## config.mk

```make
export PLATFORM = sky130hd
export DESIGN_NAME = exu_dp_modport_flat
export DESIGN_NICKNAME = d
export VERILOG_FILES = /design/src/rtl/exu_pkg.sv /design/src/rtl/exu_dp_modport_if.sv /design/src/rtl/exu_alu.sv /design/src/rtl/exu_dp_modport.sv /design/src/flat_wrapper.sv
export SDC_FILE = /design/constraint.sdc
export NUM_CORES = 2
export LEC_CHECK = 0
export CAP_MARGIN = 20
export CORE_MARGIN = 2
export CORE_UTILIZATION = 30
export CTS_CLUSTER_SIZE = 25
export DETAILED_ROUTE_END_ITERATION = 7
export GPL_TIMING_DRIVEN = 0
export SLEW_MARGIN = 20
export SYNTH_ARGS = -nofsm -noshare
export SYNTH_HDL_FRONTEND = slang
export SYNTH_HIERARCHICAL = 1
export SYNTH_SLANG_ARGS = --single-unit
```

## constraint.sdc

```tcl
create_clock -name clk -period 5.25 [get_ports clk]
set_input_delay 1.05 -clock clk [delete_from_list [all_inputs] [get_ports clk]]
set_output_delay 1.05 -clock clk [all_outputs]
set_load 0.05 [all_outputs]
```

## src/rtl/exu_pkg.sv

```systemverilog
// rtl/exu_pkg.sv - shared EXU constants and ALU opcode encodings
package exu_pkg;

  localparam int XLEN      = 32;
  localparam int GPR_AW    = 5;
  localparam int ALU_OPC_W = 4;

  typedef enum logic [ALU_OPC_W-1:0] {
    ALU_OPCODE_ADD    = 4'd0,
    ALU_OPCODE_SUB    = 4'd1,
    ALU_OPCODE_LESS_S = 4'd2,
    ALU_OPCODE_LESS_U = 4'd3,
    ALU_OPCODE_XOR    = 4'd4,
    ALU_OPCODE_OR     = 4'd5,
    ALU_OPCODE_AND    = 4'd6,
    ALU_OPCODE_SL     = 4'd7,
    ALU_OPCODE_SRL    = 4'd8,
    ALU_OPCODE_SRA    = 4'd9
  } alu_opcode_e;

endpackage

```

## src/rtl/exu_dp_modport_if.sv

```systemverilog
// rtl/exu_dp_modport_if.sv - EXU controller to datapath port bundle
interface exu_dp_modport_if #(
  parameter int XLEN      = exu_pkg::XLEN,
  parameter int GPR_AW    = exu_pkg::GPR_AW,
  parameter int ALU_OPC_W = exu_pkg::ALU_OPC_W
);

  logic [GPR_AW-1:0]    gpr_raddr1;
  logic [XLEN-1:0]      gpr_rdata1;
  logic [GPR_AW-1:0]    gpr_raddr2;
  logic [XLEN-1:0]      gpr_rdata2;
  logic [GPR_AW-1:0]    gpr_waddr;
  logic [XLEN-1:0]      gpr_wdata;
  logic                 gpr_wen;
  logic [ALU_OPC_W-1:0] alu_opcode;
  logic [XLEN-1:0]      alu_src1;
  logic [XLEN-1:0]      alu_src2;
  logic [XLEN-1:0]      alu_dst;

  modport master (
    output gpr_raddr1, gpr_raddr2, gpr_waddr, gpr_wdata, gpr_wen,
    output alu_opcode, alu_src1, alu_src2,
    input  gpr_rdata1, gpr_rdata2, alu_dst
  );

  modport slave (
    input  gpr_raddr1, gpr_raddr2, gpr_waddr, gpr_wdata, gpr_wen,
    input  alu_opcode, alu_src1, alu_src2,
    output gpr_rdata1, gpr_rdata2, alu_dst
  );

endinterface

```

## src/rtl/exu_alu.sv

```systemverilog
// rtl/exu_alu.sv - purely combinational RV32I integer ALU
module exu_alu #(
  parameter int XLEN      = exu_pkg::XLEN,
  parameter int ALU_OPC_W = exu_pkg::ALU_OPC_W
) (
  input  logic [ALU_OPC_W-1:0] opcode,
  input  logic [XLEN-1:0]      src1,
  input  logic [XLEN-1:0]      src2,
  output logic [XLEN-1:0]      dst
);
  import exu_pkg::*;

  localparam int SHW = $clog2(XLEN);

  logic [SHW-1:0] shamt;
  assign shamt = src2[SHW-1:0];

  always_comb begin
    dst = '0;
    // Unassigned encodings fall through to the zero default
    case (alu_opcode_e'(opcode))
      ALU_OPCODE_ADD:    dst = src1 + src2;
      ALU_OPCODE_SUB:    dst = src1 - src2;
      ALU_OPCODE_LESS_S: dst = {{(XLEN-1){1'b0}}, ($signed(src1) < $signed(src2))};
      ALU_OPCODE_LESS_U: dst = {{(XLEN-1){1'b0}}, (src1 < src2)};
      ALU_OPCODE_XOR:    dst = src1 ^ src2;
      ALU_OPCODE_OR:     dst = src1 | src2;
      ALU_OPCODE_AND:    dst = src1 & src2;
      ALU_OPCODE_SL:     dst = src1 << shamt;
      ALU_OPCODE_SRL:    dst = src1 >> shamt;
      ALU_OPCODE_SRA:    dst = $unsigned($signed(src1) >>> shamt);
      default:           dst = '0;
    endcase
  end

endmodule

```

## src/rtl/exu_dp_modport.sv

```systemverilog
// rtl/exu_dp_modport.sv - EXU datapath: 2R1W GPR file plus ALU (option EXU_DP_WR_BYPASS_EN)
module exu_dp_modport #(
  parameter int XLEN      = exu_pkg::XLEN,
  parameter int GPR_AW    = exu_pkg::GPR_AW,
  parameter int ALU_OPC_W = exu_pkg::ALU_OPC_W
) (
  input  logic              clk,
  input  logic              rst_n,
  exu_dp_modport_if.slave   bus
);

  localparam int NREG = 2**GPR_AW;

  // x0 has no storage; it is hardwired to zero on the read side
  logic [XLEN-1:0] gpr [1:NREG-1];

  always_ff @(posedge clk or negedge rst_n) begin
    if (!rst_n) begin
      for (int i = 1; i < NREG; i++) begin
        gpr[i] <= '0;
      end
    end else if (bus.gpr_wen && (bus.gpr_waddr != '0)) begin
      gpr[bus.gpr_waddr] <= bus.gpr_wdata;
    end
  end

  function automatic logic [XLEN-1:0] gpr_read(input logic [GPR_AW-1:0] addr);
    logic [XLEN-1:0] val;
    val = '0;
    if (addr != '0) begin
      val = gpr[addr];
`ifdef EXU_DP_WR_BYPASS_EN
      if (bus.gpr_wen && (bus.gpr_waddr == addr)) begin
        val = bus.gpr_wdata;
      end
`endif
    end
    return val;
  endfunction

  assign bus.gpr_rdata1 = gpr_read(bus.gpr_raddr1);
  assign bus.gpr_rdata2 = gpr_read(bus.gpr_raddr2);

  exu_alu #(
    .XLEN      (XLEN),
    .ALU_OPC_W (ALU_OPC_W)
  ) u_alu (
    .opcode (bus.alu_opcode),
    .src1   (bus.alu_src1),
    .src2   (bus.alu_src2),
    .dst    (bus.alu_dst)
  );

endmodule

```

## src/flat_wrapper.sv

```systemverilog
// flat-port wrapper written by rule: the top's interface ports become plain ports
module exu_dp_modport_flat 
#(
  parameter int XLEN      = exu_pkg::XLEN,
  parameter int GPR_AW    = exu_pkg::GPR_AW,
  parameter int ALU_OPC_W = exu_pkg::ALU_OPC_W
)
  (clk, rst_n, bus_gpr_raddr1, bus_gpr_raddr2, bus_gpr_waddr, bus_gpr_wdata, bus_gpr_wen, bus_alu_opcode, bus_alu_src1, bus_alu_src2, bus_gpr_rdata1, bus_gpr_rdata2, bus_alu_dst);
  exu_dp_modport_if #(.XLEN(XLEN), .GPR_AW(GPR_AW), .ALU_OPC_W(ALU_OPC_W)) bus_i ();
  input  logic clk;
  input  logic rst_n;
  input wire logic [$bits(bus_i.gpr_raddr1)-1:0] bus_gpr_raddr1;
  input wire logic [$bits(bus_i.gpr_raddr2)-1:0] bus_gpr_raddr2;
  input wire logic [$bits(bus_i.gpr_waddr)-1:0] bus_gpr_waddr;
  input wire logic [$bits(bus_i.gpr_wdata)-1:0] bus_gpr_wdata;
  input wire logic [$bits(bus_i.gpr_wen)-1:0] bus_gpr_wen;
  input wire logic [$bits(bus_i.alu_opcode)-1:0] bus_alu_opcode;
  input wire logic [$bits(bus_i.alu_src1)-1:0] bus_alu_src1;
  input wire logic [$bits(bus_i.alu_src2)-1:0] bus_alu_src2;
  output wire logic [$bits(bus_i.gpr_rdata1)-1:0] bus_gpr_rdata1;
  output wire logic [$bits(bus_i.gpr_rdata2)-1:0] bus_gpr_rdata2;
  output wire logic [$bits(bus_i.alu_dst)-1:0] bus_alu_dst;
  assign bus_i.gpr_raddr1 = bus_gpr_raddr1;
  assign bus_i.gpr_raddr2 = bus_gpr_raddr2;
  assign bus_i.gpr_waddr = bus_gpr_waddr;
  assign bus_i.gpr_wdata = bus_gpr_wdata;
  assign bus_i.gpr_wen = bus_gpr_wen;
  assign bus_i.alu_opcode = bus_alu_opcode;
  assign bus_i.alu_src1 = bus_alu_src1;
  assign bus_i.alu_src2 = bus_alu_src2;
  assign bus_gpr_rdata1 = bus_i.gpr_rdata1;
  assign bus_gpr_rdata2 = bus_i.gpr_rdata2;
  assign bus_alu_dst = bus_i.alu_dst;
  exu_dp_modport #(.XLEN(XLEN), .GPR_AW(GPR_AW), .ALU_OPC_W(ALU_OPC_W)) u_core (.clk(clk), .rst_n(rst_n), .bus(bus_i));
endmodule
```

# Word level (Yosys, flattened, before mapping)
# Index checks and enable logic that the tools add are counted.
[totals]
romBits = 0
register_bits = 992
output_inout_bits = 96
n_memories = 0
latchBits = 0
word_cells = 75
mem_bits_rw = 0
[op_classes]
div_mod_pow = 0
n_mul = 0
n_reduce_logical = 6
mux = 12
n_addsub = 2
bitwise_logic = 6
shift = 3
eq_ne = 9
magnitude_cmp = 6
[op_table]
columns = ["op", "n"]
rows = [
  ["$bwmux 992", 1],
  ["$bmux 32 s5", 2],
  ["$pmux 32 s10", 1],
  ["$mux 32", 7],
  ["$demux 32 s5", 1],
  ["$lt 32x32->1", 2],
  ["$add 32x32->32", 1],
  ["$and 32x32->32", 1],
  ["$or 32x32->32", 1],
  ["$shl 32x5->32", 1],
  ["$shr 32x5->32", 1],
  ["$sshr 32x5->32", 1],
  ["$sub 32x32->32", 1],
  ["$xor 32x32->32", 1],
  ["$ge 6x6->1 const B", 3],
  ["$not 5->6", 3],
  ["$eq 4x3->1 const B", 4],
  ["$reduce_bool 5->1", 3],
  ["$eq 4x2->1 const B", 2],
  ["$eq 4x4->1 const B", 2],
  ["$lt 6x1->1 const B", 1],
  ["$eq 4x1->1 const B", 1],
  ["$logic_not 4->1", 1],
  ["$logic_and 1x1->1", 2],
]

# Depth between registers and ports, before layout
[logic_depth]
depth_word = 6
ltp_mapped = 15
ltp_nobuf = 12

# Hierarchy
# Netlist, hierarchy kept.
[by_module_without_submodules]
columns = ["mod", "instances", "area_each_um2", "cells_each", "seq_area_each_um2"]
rows = [
  ["exu_dp_modport", 1, 53385.0, 4066, 24823.8],
  ["exu_alu", 1, 8365.5, 1199, 0.0],
]

# Worst setup path after synthesis
# No wires, ideal clock.
[synth_timing]
path_type = "input-to-output"
startpoint = "input bus_alu_src2[2]"
endpoint = "output bus_alu_dst[27]"
arrival_time_ns = 5.128
path_stages = 14
setup_slack_ns = -0.928
path_buffers = 4
cell_sequence = "clkbuf_1 -> inv_2 -> buf_1 -> clkbuf_1 -> ha_1 -> buf_6 -> o21ai_0 -> nor4_1 -> nor3_2 -> a21oi_1 -> o41ai_2 -> nor3_1 -> o21a_1 -> o31ai_1"
[synth_between]
elab_chain_cells = 2
elab_cells_between_ends = 6
[synth_lines]
columns = ["element", "line_no", "text"]
rows = [
  ["from (decl)", "flat_wrapper.sv:19", "input wire logic [$bits(bus_i.alu_src2)-1:0] bus_alu_src2;"],
  ["$sub 32x32->32 (tied with other cells)", "exu_alu.sv:23", "ALU_OPCODE_SUB: dst = src1 - src2;"],
  ["$pmux 32 s10 (*)", "exu_alu.sv:21", "case (alu_opcode_e'(opcode))"],
  ["to (decl)", "flat_wrapper.sv:22", "output wire logic [$bits(bus_i.alu_dst)-1:0] bus_alu_dst;"],
]
# Every way passes the cells marked *; elsewhere a longest branch is shown, timed or not.

# Final worst setup path
[layout_timing]
startpoint = "input bus_gpr_raddr1[4]"
endpoint = "output bus_gpr_rdata1[27]"
[layout_between]
elab_chain_cells = 5
elab_cells_between_ends = 6
[layout_lines]
columns = ["element", "line_no", "text"]
rows = [
  ["from (decl)", "flat_wrapper.sv:12", "input wire logic [$bits(bus_i.gpr_raddr1)-1:0] bus_gpr_raddr1;"],
  ["$not 5->6 (not written as such)", "exu_dp_modport.sv:31", "val = gpr[addr];"],
  ["$bmux 32 s5", "exu_dp_modport.sv:31", ""],
  ["$mux 32 (not written as such) (2 in a row)", "exu_dp_modport.sv:31", ""],
  ["$mux 32 (*)", "exu_dp_modport.sv:30", "if (addr != '0) begin"],
  ["to (decl)", "flat_wrapper.sv:20", "output wire logic [$bits(bus_i.gpr_rdata1)-1:0] bus_gpr_rdata1;"],
]
# Every way passes the cells marked *; elsewhere a longest branch is shown, timed or not. The select of a mux whose other input is x is not followed.

==> reports/results.ini <==
[timing]
skew_ns=0
rsz0062_at_grt=yes
finalCritPeriodShare=1.031
fin_ws_ns=-0.1650
fmax_mhz=184.7
worst_slew_pin_slew_ns=1.209
slew_headroom=0.1938
hold_viol=0
slew_violations=0
min_period_ns=5.415
finalSetupViolCount=25

[synthesis]
synthFlopType=dfrtp_1
yosys_register_bits=992
synth_seq_area_share=0.4020
yosys_warnings=6
syn-cell-area_mm2=0.06175
synth_area_leaders=dfrtp_1, mux2_2, mux2i_1, mux4_2, o22ai_1
yosys.cell_types.count=94
synth.largest_area_cell=dfrtp_1
syn_area_per_cell_um2=11.73
synth_commonest_cells=mux2_2, dfrtp_1, mux2i_1
synth_async_sr_flop_share=1.000
synthesis.nets=5482
yosys.area.top_type_share=0.4020
syn-instance-count=5265
synth_edf_count=0
post-synth-top-count-cell=mux2_2

[placed_design]
io_buffers=206
placedInstanceArea_mm2=0.06758
dp_hpwl_mm=211.3
gp_congestion=1.003

[floorplan]
core_mm2=0.2046
num_rows=166
initial_core_util=0.3018
fp.dieW_um=457.7
num_io_pins=214
fp.dieH_um=457.7
fp.dieArea_mm2=0.2095

[power]
power_mw=24.80
power_frac_seq=0.417
p_sw_mw=8.211
intPower_mw=16.59
p_comb_frac=0.276
power.density_mw_per_mm2=341.5
p_clk_frac=0.307
power.leakage_nw=31.61
swShare=0.3311
ir_worst_vdd_uv=293.4

[setup_path]
path_delay_family=buffers and inverters
criticalPathCategory=in -> out
crit_chain=clkdlybuf4s50_1 > nand2_1 > clkdlybuf4s15_1 > nor3_1 > a211oi_2 > clkdlybuf4s15_2
critPathCaptureType=output port
crit_slowest_cell=nor3_1
crit_required_ns=4.20
start_kind=primary input
path_buf_inv=3
cpPeakStageDelay_ns=0.92
arrival_ns=4.37
critPathMaxFanout=10

[drt]
drt_iter0_markers=6345
totalWireLength_mm=278.4
dr.pass1.iters=7
postRouteAntennaNets=0
vias_per_cell=6.022
drc=0
wl_per_cell_um=33.15
vias=50570

[outcome]
status=finished with violations
violations=negative setup slack

[global_route]
grt_pass1_vias=49940
grt_pass1_wl_mm=388.0
grt_overflow=0
grt_max_degree=140
antenna_found_initial=10
grt_usage=0.2572

[clock_network]
cts_buffers=103
clk_latency_ns=0.72
clk_pin_slew_worst_paths_ns=0.06
h-tree-depth=3
cts_sinks=992
root_buffer=clkbuf_16
clockBufferDepth=3
cts_tree=yes

[finish]
regMostFlops=u_core/gpr
stdcell_area_mm2=0.07261
largest_registers=u_core/gpr: 992 flops
largest_reg_flops=992
area_delta_synth_final_pct=17.59
drive_above_1_share=0.3728
nets=5842

[job]
maxCapViolCount=0

[min_path]
hp-class=in -> async

-- placed cells by master (no fill, tap or decap), types with 68 or more instances in the layout --
cell type | netlist | routed
mux2_1 | 79 | 79
nor2_1 | 193 | 188
ha_1 | 97 | 83
o21ai_0 | 86 | 74
clkbuf_16 | 0 | 106
buf_2 | 198 | 206
mux4_2 | 180 | 180
mux2i_1 | 602 | 601
nand2_1 | 106 | 102
nor3_1 | 160 | 138
a21oi_1 | 145 | 125
dfrtp_1 | 992 | 992
buf_4 | 21 | 89
o22ai_1 | 294 | 287
inv_1 | 90 | 78
mux2_2 | 1045 | 1045
clkbuf_1 | 237 | 179
clkbuf_2 | 0 | 68
-- path summary, 6_finish.rpt --
| path | start | end | slack, ns | cells after the start |
|---|---|---|---|---|
| hold / removal | rst_n | u_core/gpr[835] | 0.34 | 1 |
| hold reg to reg | u_core/gpr[903] | u_core/gpr[903] | 0.51 | 1 |
| max in group asynchronous | rst_n | u_core/gpr[300] | 2.48 | 4 |
| min in group clk | u_core/gpr[903] | u_core/gpr[903] | 0.51 | 1 |
| setup / recovery | bus_gpr_raddr1[4] | bus_gpr_rdata1[27] | -0.17 | 6 |
| setup reg to reg | u_core/gpr[190] | u_core/gpr[190] | 4.37 | 1 |
-- repair_timing --
item	in CTS	in global routing
gates resized for setup	724	193
buffers inserted	26	24
pin swaps	31	33
hold buffers	0	0
setup endpoints to repair	96	63
-- final cells by class --
class / count / area, µm²
Buffer: 521 / 2863
Tap cell: 2688 / 3363
Inverter: 94 / 410.4
Sequential cell: 992 / 24820
Multi-Input combinational cell: 3647 / 35120
Timing Repair Buffer: 266 / 2570
Fill cell: 20210 / 132000
Antenna cell: 4 / 10.01
Clock inverter: 35 / 345.3
Clock buffer: 150 / 3107
-- power groups by stage --
stage                     sequential, mW  clock, mW  combinational (mW)
after floorplan                     10.0          0                4.43
after global placement              10.3          0                6.35
after detailed placement            10.4          0                6.48
after CTS                           10.3       7.74                6.63
after global routing                10.5       8.02                7.16
final                               10.3       7.62                6.84
-- metrics by stage --
| step | hold slack [ns] | std cells | setup slack [ns] | utilization | setup TNS [ns] |
|---|---|---|---|---|---|
| finish | 0.3413 | 8397 | -0.1650 | 0.3549 | -1.426 |
| detailed placement | 0.4991 | 8169 | -2.738 | 0.3303 | -113.56 |
| floorplan | 0.4699 | 5265 | -0.2251 | - | -0.2251 |
| CTS | 0.3422 | 8375 | -0.3528 | 0.3530 | -0.9129 |
| global route | 0.4033 | 8394 | -0.2256 | 0.3549 | -0.5011 |
| global placement | 0.4872 | 8159 | -42.69 | 0.3290 | - |
-- routing by layer --
metal	up-vias	GRT usage	wire, µm
met5	-	0	0
met4	0	0.1671	21770
met3	738	0.04905	24350
met2	3040	0.4002	123600
met1	26150	0.3264	108700
li1	20640	-	-
-- cell families after synthesis --
family	share of synthesized area
muxes	0.3686
DFF	0.4020
AOI/OAI and AO/OA	0.1019
and+or+nand+nor	0.05497
buffers and inverters	0.04867
adders and majority gates	0.02030
xor gates and xnor gates	0.003546
No activity file was read; power rests on OpenSTA's default activity.
